[config.mk]
export PLATFORM = sky130hd
export DESIGN_NAME = datav_flat
export DESIGN_NICKNAME = d
export VERILOG_FILES = /design/src/rtl/datav_pkg.sv /design/src/rtl/datav_if.sv /design/src/rtl/datav_regfile.sv /design/src/rtl/datav.sv /design/src/flat_wrapper.sv
export SDC_FILE = /design/constraint.sdc
export NUM_CORES = 1
export LEC_CHECK = 0
export CORE_MARGIN = 8
export CORE_UTILIZATION = 55
export CTS_CLUSTER_SIZE = 24
export DETAILED_ROUTE_END_ITERATION = 10
export PLACE_DENSITY_LB_ADDON = 0.1
export SYNTH_ARGS = -nofsm -noshare
export SYNTH_HDL_FRONTEND = slang
export SYNTH_SLANG_ARGS = --single-unit
[constraint.sdc]
create_clock -name clk -period 9.63 [get_ports clk]
set_input_delay 1.4445 -clock clk [delete_from_list [all_inputs] [get_ports clk]]
set_output_delay 1.4445 -clock clk [all_outputs]
set_load 0.01 [all_outputs]
[src/rtl/datav_pkg.sv]
// Shared widths, control encodings and small helpers for the datav multicycle datapath.
package datav_pkg;

    localparam int WIDTH   = 8;
    localparam int REGBITS = 3;
    localparam int NREGS   = 1 << REGBITS;
    localparam int INSTR_W = 32;

    typedef enum logic [2:0] {
        ALU_AND = 3'b000,
        ALU_OR  = 3'b001,
        ALU_ADD = 3'b010,
        ALU_SUB = 3'b110,
        ALU_SLT = 3'b111
    } alu_op_e;

    typedef enum logic [1:0] {
        SRCB_B    = 2'b00,
        SRCB_ONE  = 2'b01,
        SRCB_IMM  = 2'b10,
        SRCB_IMM4 = 2'b11
    } srcb_sel_e;

    typedef enum logic [1:0] {
        PC_ALU     = 2'b00,
        PC_ALUOUT  = 2'b01,
        PC_JUMP    = 2'b10,
        PC_ALU_ALT = 2'b11
    } pcsrc_sel_e;

    // Word-aligned byte offset taken from the low six instruction bits.
    function automatic logic [WIDTH-1:0] imm_x4(input logic [5:0] field);
        return {field, 2'b00};
    endfunction

endpackage

[src/rtl/datav_if.sv]
// Controller/memory bus of the datav datapath: control strobes, memory byte bus and status.
interface datav_if;
    import datav_pkg::*;

    logic [WIDTH-1:0]   memdata;
    logic               alusrca;
    logic               memtoreg;
    logic               regdst;
    logic               iord;
    logic               pcen;
    logic               regwrite;
    logic [1:0]         pcsrc;
    logic [1:0]         alusrcb;
    logic [3:0]         irwrite;
    logic [2:0]         alucontrol;
    logic               zero;
    logic [INSTR_W-1:0] instr;
    logic [WIDTH-1:0]   adr;
    logic [WIDTH-1:0]   writedata;

    modport master (
        output memdata, alusrca, memtoreg, regdst, iord, pcen, regwrite,
               pcsrc, alusrcb, irwrite, alucontrol,
        input  zero, instr, adr, writedata
    );

    modport slave (
        input  memdata, alusrca, memtoreg, regdst, iord, pcen, regwrite,
               pcsrc, alusrcb, irwrite, alucontrol,
        output zero, instr, adr, writedata
    );

endinterface

[src/rtl/datav_regfile.sv]
// 8x8 register file: two combinational read ports, one clocked write port, register 0 hardwired to zero.
module datav_regfile
    import datav_pkg::*;
(
    input  logic               clk,
    input  logic               reset,
    input  logic               we,
    input  logic [REGBITS-1:0] ra1,
    input  logic [REGBITS-1:0] ra2,
    input  logic [REGBITS-1:0] wa,
    input  logic [WIDTH-1:0]   wd,
    output logic [WIDTH-1:0]   rd1,
    output logic [WIDTH-1:0]   rd2
);

    logic [WIDTH-1:0] regs_q [NREGS];
    logic [WIDTH-1:0] regs_d [NREGS];

    // Next register contents: only a non-zero write address is honoured.
    always_comb begin
        regs_d = regs_q;
        if (we && (wa != {REGBITS{1'b0}})) begin
            regs_d[wa] = wd;
        end else begin
            regs_d[wa] = regs_q[wa];
        end
    end

    // Storage; no write bypass, so a same-cycle read still returns the old value.
    always_ff @(posedge clk or negedge reset) begin
        if (!reset) begin
            for (int i = 0; i < NREGS; i++) begin
                regs_q[i] <= {WIDTH{1'b0}};
            end
        end else begin
            regs_q <= regs_d;
        end
    end

    // Read ports with register 0 forced to zero.
    always_comb begin
        if (ra1 == {REGBITS{1'b0}}) begin
            rd1 = {WIDTH{1'b0}};
        end else begin
            rd1 = regs_q[ra1];
        end
        if (ra2 == {REGBITS{1'b0}}) begin
            rd2 = {WIDTH{1'b0}};
        end else begin
            rd2 = regs_q[ra2];
        end
    end

endmodule

[src/rtl/datav.sv]
// datav: 8-bit multicycle MIPS-subset datapath (PC, IR, MDR, A, B, ALUOut, register file, ALU).
// Build option: define DATAV_SLT_EN to enable the unsigned set-less-than ALU operation.
module datav
    import datav_pkg::*;
(
    input  logic  clk,
    input  logic  reset,
    datav_if.slave bus
);

    logic [WIDTH-1:0]   pc_q, pc_d;
    logic [INSTR_W-1:0] instr_q, instr_d;
    logic [WIDTH-1:0]   mdr_q, mdr_d;
    logic [WIDTH-1:0]   a_q, a_d;
    logic [WIDTH-1:0]   b_q, b_d;
    logic [WIDTH-1:0]   aluout_q, aluout_d;

    logic [WIDTH-1:0]   rd1_s, rd2_s;
    logic [WIDTH-1:0]   src_a_s, src_b_s, alu_res_s, wdata_s;
    logic [REGBITS-1:0] waddr_s;

    // Register write path: rd or rt field, ALUOut or MDR.
    always_comb begin
        if (bus.regdst) begin
            waddr_s = instr_q[11 +: REGBITS];
        end else begin
            waddr_s = instr_q[16 +: REGBITS];
        end
        if (bus.memtoreg) begin
            wdata_s = mdr_q;
        end else begin
            wdata_s = aluout_q;
        end
    end

    datav_regfile u_regfile (
        .clk   (clk),
        .reset (reset),
        .we    (bus.regwrite),
        .ra1   (instr_q[21 +: REGBITS]),
        .ra2   (instr_q[16 +: REGBITS]),
        .wa    (waddr_s),
        .wd    (wdata_s),
        .rd1   (rd1_s),
        .rd2   (rd2_s)
    );

    // ALU operand selection.
    always_comb begin
        if (bus.alusrca) begin
            src_a_s = a_q;
        end else begin
            src_a_s = pc_q;
        end
        case (bus.alusrcb)
            SRCB_B:    src_b_s = b_q;
            SRCB_ONE:  src_b_s = {{(WIDTH-1){1'b0}}, 1'b1};
            SRCB_IMM:  src_b_s = instr_q[WIDTH-1:0];
            SRCB_IMM4: src_b_s = imm_x4(instr_q[5:0]);
            default:   src_b_s = b_q;
        endcase
    end

    // ALU; unlisted codes (and SLT when the comparator is not built) yield zero.
    always_comb begin
        case (bus.alucontrol)
            ALU_AND: alu_res_s = src_a_s & src_b_s;
            ALU_OR:  alu_res_s = src_a_s | src_b_s;
            ALU_ADD: alu_res_s = src_a_s + src_b_s;
            ALU_SUB: alu_res_s = src_a_s - src_b_s;
`ifdef DATAV_SLT_EN
            ALU_SLT: alu_res_s = {{(WIDTH-1){1'b0}}, (src_a_s < src_b_s)};
`else
            ALU_SLT: alu_res_s = {WIDTH{1'b0}};
`endif
            default: alu_res_s = {WIDTH{1'b0}};
        endcase
    end

    // Next-state for PC, IR bytes and the per-cycle pipeline latches.
    always_comb begin
        pc_d = pc_q;
        if (bus.pcen) begin
            case (bus.pcsrc)
                PC_ALU:     pc_d = alu_res_s;
                PC_ALUOUT:  pc_d = aluout_q;
                PC_JUMP:    pc_d = imm_x4(instr_q[5:0]);
                PC_ALU_ALT: pc_d = alu_res_s;
                default:    pc_d = alu_res_s;
            endcase
        end else begin
            pc_d = pc_q;
        end
        instr_d = instr_q;
        for (int i = 0; i < 4; i++) begin
            if (bus.irwrite[i]) begin
                instr_d[8*i +: 8] = bus.memdata;
            end else begin
                instr_d[8*i +: 8] = instr_q[8*i +: 8];
            end
        end
        mdr_d    = bus.memdata;
        a_d      = rd1_s;
        b_d      = rd2_s;
        aluout_d = alu_res_s;
    end

    // Architectural state registers.
    always_ff @(posedge clk or negedge reset) begin
        if (!reset) begin
            pc_q     <= {WIDTH{1'b0}};
            instr_q  <= {INSTR_W{1'b0}};
            mdr_q    <= {WIDTH{1'b0}};
            a_q      <= {WIDTH{1'b0}};
            b_q      <= {WIDTH{1'b0}};
            aluout_q <= {WIDTH{1'b0}};
        end else begin
            pc_q     <= pc_d;
            instr_q  <= instr_d;
            mdr_q    <= mdr_d;
            a_q      <= a_d;
            b_q      <= b_d;
            aluout_q <= aluout_d;
        end
    end

    assign bus.zero      = (alu_res_s == {WIDTH{1'b0}});
    assign bus.instr     = instr_q;
    assign bus.writedata = b_q;
    assign bus.adr       = bus.iord ? aluout_q : pc_q;

endmodule

[src/flat_wrapper.sv]
// flat-port wrapper written by rule: the top's interface ports become plain ports
module datav_flat import datav_pkg::*;
  (clk, reset, bus_memdata, bus_alusrca, bus_memtoreg, bus_regdst, bus_iord, bus_pcen, bus_regwrite, bus_pcsrc, bus_alusrcb, bus_irwrite, bus_alucontrol, bus_zero, bus_instr, bus_adr, bus_writedata);
  datav_if bus_i ();
  input  logic clk;
  input  logic reset;
  input wire logic [$bits(bus_i.memdata)-1:0] bus_memdata;
  input wire logic [$bits(bus_i.alusrca)-1:0] bus_alusrca;
  input wire logic [$bits(bus_i.memtoreg)-1:0] bus_memtoreg;
  input wire logic [$bits(bus_i.regdst)-1:0] bus_regdst;
  input wire logic [$bits(bus_i.iord)-1:0] bus_iord;
  input wire logic [$bits(bus_i.pcen)-1:0] bus_pcen;
  input wire logic [$bits(bus_i.regwrite)-1:0] bus_regwrite;
  input wire logic [$bits(bus_i.pcsrc)-1:0] bus_pcsrc;
  input wire logic [$bits(bus_i.alusrcb)-1:0] bus_alusrcb;
  input wire logic [$bits(bus_i.irwrite)-1:0] bus_irwrite;
  input wire logic [$bits(bus_i.alucontrol)-1:0] bus_alucontrol;
  output wire logic [$bits(bus_i.zero)-1:0] bus_zero;
  output wire logic [$bits(bus_i.instr)-1:0] bus_instr;
  output wire logic [$bits(bus_i.adr)-1:0] bus_adr;
  output wire logic [$bits(bus_i.writedata)-1:0] bus_writedata;
  assign bus_i.memdata = bus_memdata;
  assign bus_i.alusrca = bus_alusrca;
  assign bus_i.memtoreg = bus_memtoreg;
  assign bus_i.regdst = bus_regdst;
  assign bus_i.iord = bus_iord;
  assign bus_i.pcen = bus_pcen;
  assign bus_i.regwrite = bus_regwrite;
  assign bus_i.pcsrc = bus_pcsrc;
  assign bus_i.alusrcb = bus_alusrcb;
  assign bus_i.irwrite = bus_irwrite;
  assign bus_i.alucontrol = bus_alucontrol;
  assign bus_zero = bus_i.zero;
  assign bus_instr = bus_i.instr;
  assign bus_adr = bus_i.adr;
  assign bus_writedata = bus_i.writedata;
  datav u_core (.clk(clk), .reset(reset), .bus(bus_i));
endmodule
==> results by group <==
Run status
  – Status: completed

Drt
  – DRT Wirelength: 22.4 mm
  – Routed len/inst: 23.5 µm
  – DRC: 0
  – Starting DRT DRC Count: 600
  – Drt via density: 6.52
  – Routed Antenna Nets: 0
  – Via count: 6222
  – DR pass1 iterations: 5

Timing
  – Hold WS: 0.430 ns
  – Final number of setup-violating endpoints: 0
  – RSZ-0062 raised after global routing: no
  – Slew Limit Fails: 0
  – Least-Margin Pin Slew: 1.17 ns
  – Final Cycle Share: 74.4%
  – Max Freq: 0.140 GHz
  – Fin crit period: 7.16 ns
  – Clock skew: 0.0154 ns
  – Worst rel slew slack: 21.8%
  – Final Hold Vio Count: 0
  – Setup_tns: 0 ns

Layout
  – Layout Nets: 801
  – Area Overhead vs Synth: 18.6%
  – Share of layout cells above drive strength 1: 23.8%
  – Finished Cell Area: 9220 µm²
  – Antenna Cells: 0

Synthesis
  – Number of synthesized flops with an enable pin: 0
  – Mean Syn Cell Area: 11.0 µm²
  – Synth warn: 0
  – Synth cell count leaders: 136 x dfrtp_1, 106 x mux2_2, 61 x nand2_1
  – Area leader, netlist: dfrtp_1
  – Net count after synthesis: 745
  – Ys async rst share: 100%
  – Syn Inst Count: 705
  – Post-synthesis cell area: 7770 µm²
  – Top post-synthesis cells by area: dfrtp_1 44%, mux2_2 15%, mux4_2 5.2%, mux2i_1 3.9%, o21ai_0 3.4%
  – Sequential-to-total area share from yosys stat: 43.8%
  – FF+latch count, synth: 136
  – Most common cell in the netlist: dfrtp_1
  – Top cell type's share of synthesized area: 43.8%
  – Post-synth top flop: dfrtp_1
  – Yosys cell types: 56

Setup path
  – Arr. time, crit path: 5.72 ns
  – Worst Setup Start Kind: input port
  – WP data required: 8.19 ns
  – Cell family with most CP delay: simple AND/OR/NAND/NOR gates
  – CP max stage delay: 0.65 ns
  – Crit-path max FO: 11
  – CP Buf/Inv Count: 3
  – CP max-delay cell: nor2b_1
  – Critical path class: input port to output pin
  – CP Capture Type: output pin
  – Critical path cell sequence: clkdlybuf4s50_1 > nor2b_1 > nand2_1 > o21ai_0 > inv_1 > ha_1 > nor2b_1 > o21a_1 > o21ai_0 > a21oi_1 > o21a_1 > mux2i_1 > and3_1 > clkdlybuf4s50_1

Placed design
  – DP HPWL: 15.7 mm
  – Port Buf Inserts: 75
  – Area post-placement: 8610 µm²
  – GPL Wtd Cong: 0.898

Pwr
  – Peak supply drop: 0.167 mV
  – Switch share: 35.1%
  – Gate power share: 34.3%
  – Clk pwr share: 27.3%
  – Power Total: 2.44 mW
  – P_sw: 855 µW
  – Sequential power share: 38.4%
  – Power density over the cells: 265 nW/µm²
  – Leak: 3.93 nW
  – Power Internal: 1.58 mW

Clock tree
  – Post-CTS Setup Bufs: 0
  – Post-CTS sizing: 0
  – CTS tree: built
  – Clk buf depth: 2
  – Worst-path clk slew: 0.06 ns
  – Number of buffers created by CTS: 17
  – Later-pin clock latency in the skew report: 0.43 ns
  – H-tree Lvls: 4
  – Clk sinks: 136
  – Clock root buffer: clkbuf_16
  – Cts hold-fix bufs: 0

Floorplanning
  – Initial Util: 56.2%
  – Ports: 76
  – Die X: 135 µm
  – Die height: 135 µm
  – Row count: 43
  – Die area: 18200 µm²
  – Core area: 13800 µm²

Global route
  – Gr usage total: 25.2%
  – Antenna violations before repair: 0
  – Vias in the first global route: 6051
  – Largest net degree at the start of global routing: 88
  – Grt ovf: 0
  – First-pass GRT wire length: 35.1 mm

Flow run
  – Max_cap viols: 0

Hold path
  – HP Class: flip-flop to flip-flop
[cell type report]
type | count | area [µm²]
clock inverter | 13 | 154
inverter | 23 | 86.3
clock buffer | 19 | 453
timing repair buffer | 83 | 812
sequential | 136 | 3400
multi-input combinational | 500 | 4080
tap | 180 | 225
fill | 1038 | 4610
[worst register-to-register path, stage by stage (launching register included)]
cell and delay (ns):
dfrtp_1 0.74, mux2_4 0.60, nor2_1 0.54, a21boi_1 0.23, buf_4 0.26, nor4_1 0.38, a21oi_2 0.13, mux2_2 0.28
[path summary, 6_finish.rpt]
path                                                to  depth (start not counted)                   startpoint  slack (ns)
max                                           bus_zero                         14            bus_alucontrol[0]        2.47
min                        u_core.u_regfile.regs_q[60]                          0  u_core.u_regfile.regs_q[60]        0.43
max reg2reg                u_core.u_regfile.regs_q[36]                          7         u_core.bus.instr[18]        6.37
min reg2reg                u_core.u_regfile.regs_q[60]                          0  u_core.u_regfile.regs_q[60]        0.43
max in group asynchronous               u_core.pc_q[7]                          2                        reset        7.20
min in group asynchronous  u_core.u_regfile.regs_q[56]                          1                        reset        0.96
[flip-flops by register name (all words and copies together), names as in the netlist]
signal,cells
u_core.aluout_q,8
u_core.a_q,8
u_core.bus.writedata,8
u_core.pc_q,8
u_core.bus.instr,32
u_core.u_regfile.regs_q,64
u_core.mdr_q,8
[cell families (layout without fill, tap and decap cells)]
group	Yosys count	in the layout	synth area share (%)
DFF	136	136	43.8
AOI/OAI and AO/OA	152	152	13.3
and+or+nand+nor	160	160	9.56
buffers and inverters	69	138	3.69
adders and majority gates	20	20	3.09
muxes	161	161	25.7
xor gates and xnor gates	7	7	0.966
[layout by cell type (no fill, tap or decap), types with 3 or more instances in the layout]
| cell type | synthesis | routed |
|---|---|---|
| a21o_1 | 3 | 3 |
| a21oi_1 | 20 | 20 |
| a21oi_2 | 4 | 4 |
| a221oi_1 | 29 | 29 |
| a22o_1 | 5 | 5 |
| a22oi_1 | 8 | 8 |
| a31oi_1 | 4 | 4 |
| and3_1 | 6 | 6 |
| buf_4 | 0 | 8 |
| clkbuf_16 | 0 | 17 |
| clkdlybuf4s50_1 | 0 | 74 |
| dfrtp_1 | 136 | 136 |
| ha_1 | 12 | 12 |
| inv_1 | 23 | 23 |
| inv_6 | 0 | 8 |
| maj3_1 | 7 | 7 |
| mux2_2 | 106 | 106 |
| mux2_4 | 3 | 3 |
| mux2i_1 | 30 | 30 |
| mux4_2 | 18 | 18 |
| nand2_1 | 61 | 61 |
| nand3_1 | 7 | 7 |
| nand4_1 | 5 | 5 |
| nor2_1 | 42 | 42 |
| nor2b_1 | 20 | 20 |
| nor3_1 | 3 | 3 |
| o21a_1 | 3 | 3 |
| o21ai_0 | 53 | 53 |
| o22ai_1 | 6 | 6 |
| xnor2_1 | 3 | 3 |
| xor2_1 | 3 | 3 |
[per-stage QoR]
stage | cells | worst slack (ns) | util [%]
CTS | 954 | 2.53 | 66.7
global placement | 922 | 2.60 | 62.3
finish | 954 | 2.47 | 66.7
detailed placement | 922 | 2.57 | 62.3
floorplan | 705 | 4.10 | -
global route | 954 | 2.02 | 66.7
[power groups by stage]
stage | Clock [mW] | Sequential (mW) | Combinational [mW]
finish | 0.667 | 0.936 | 0.837
global route | 0.699 | 0.959 | 0.909
floorplan | 0 | 0.879 | 0.576
detailed placement | 0 | 0.938 | 0.828
CTS | 0.675 | 0.929 | 0.834
global placement | 0 | 0.921 | 0.813
[layer usage]
layer	vias to the layer above	GRT usage (%)	routed length, µm
li1	2730	-	-
met1	3132	32.3	9280
met2	295	39.7	10700
met3	65	5.42	1580
met4	0	12.2	868
met5	-	0	0
Note: power is estimated with default switching activity, not from simulation.
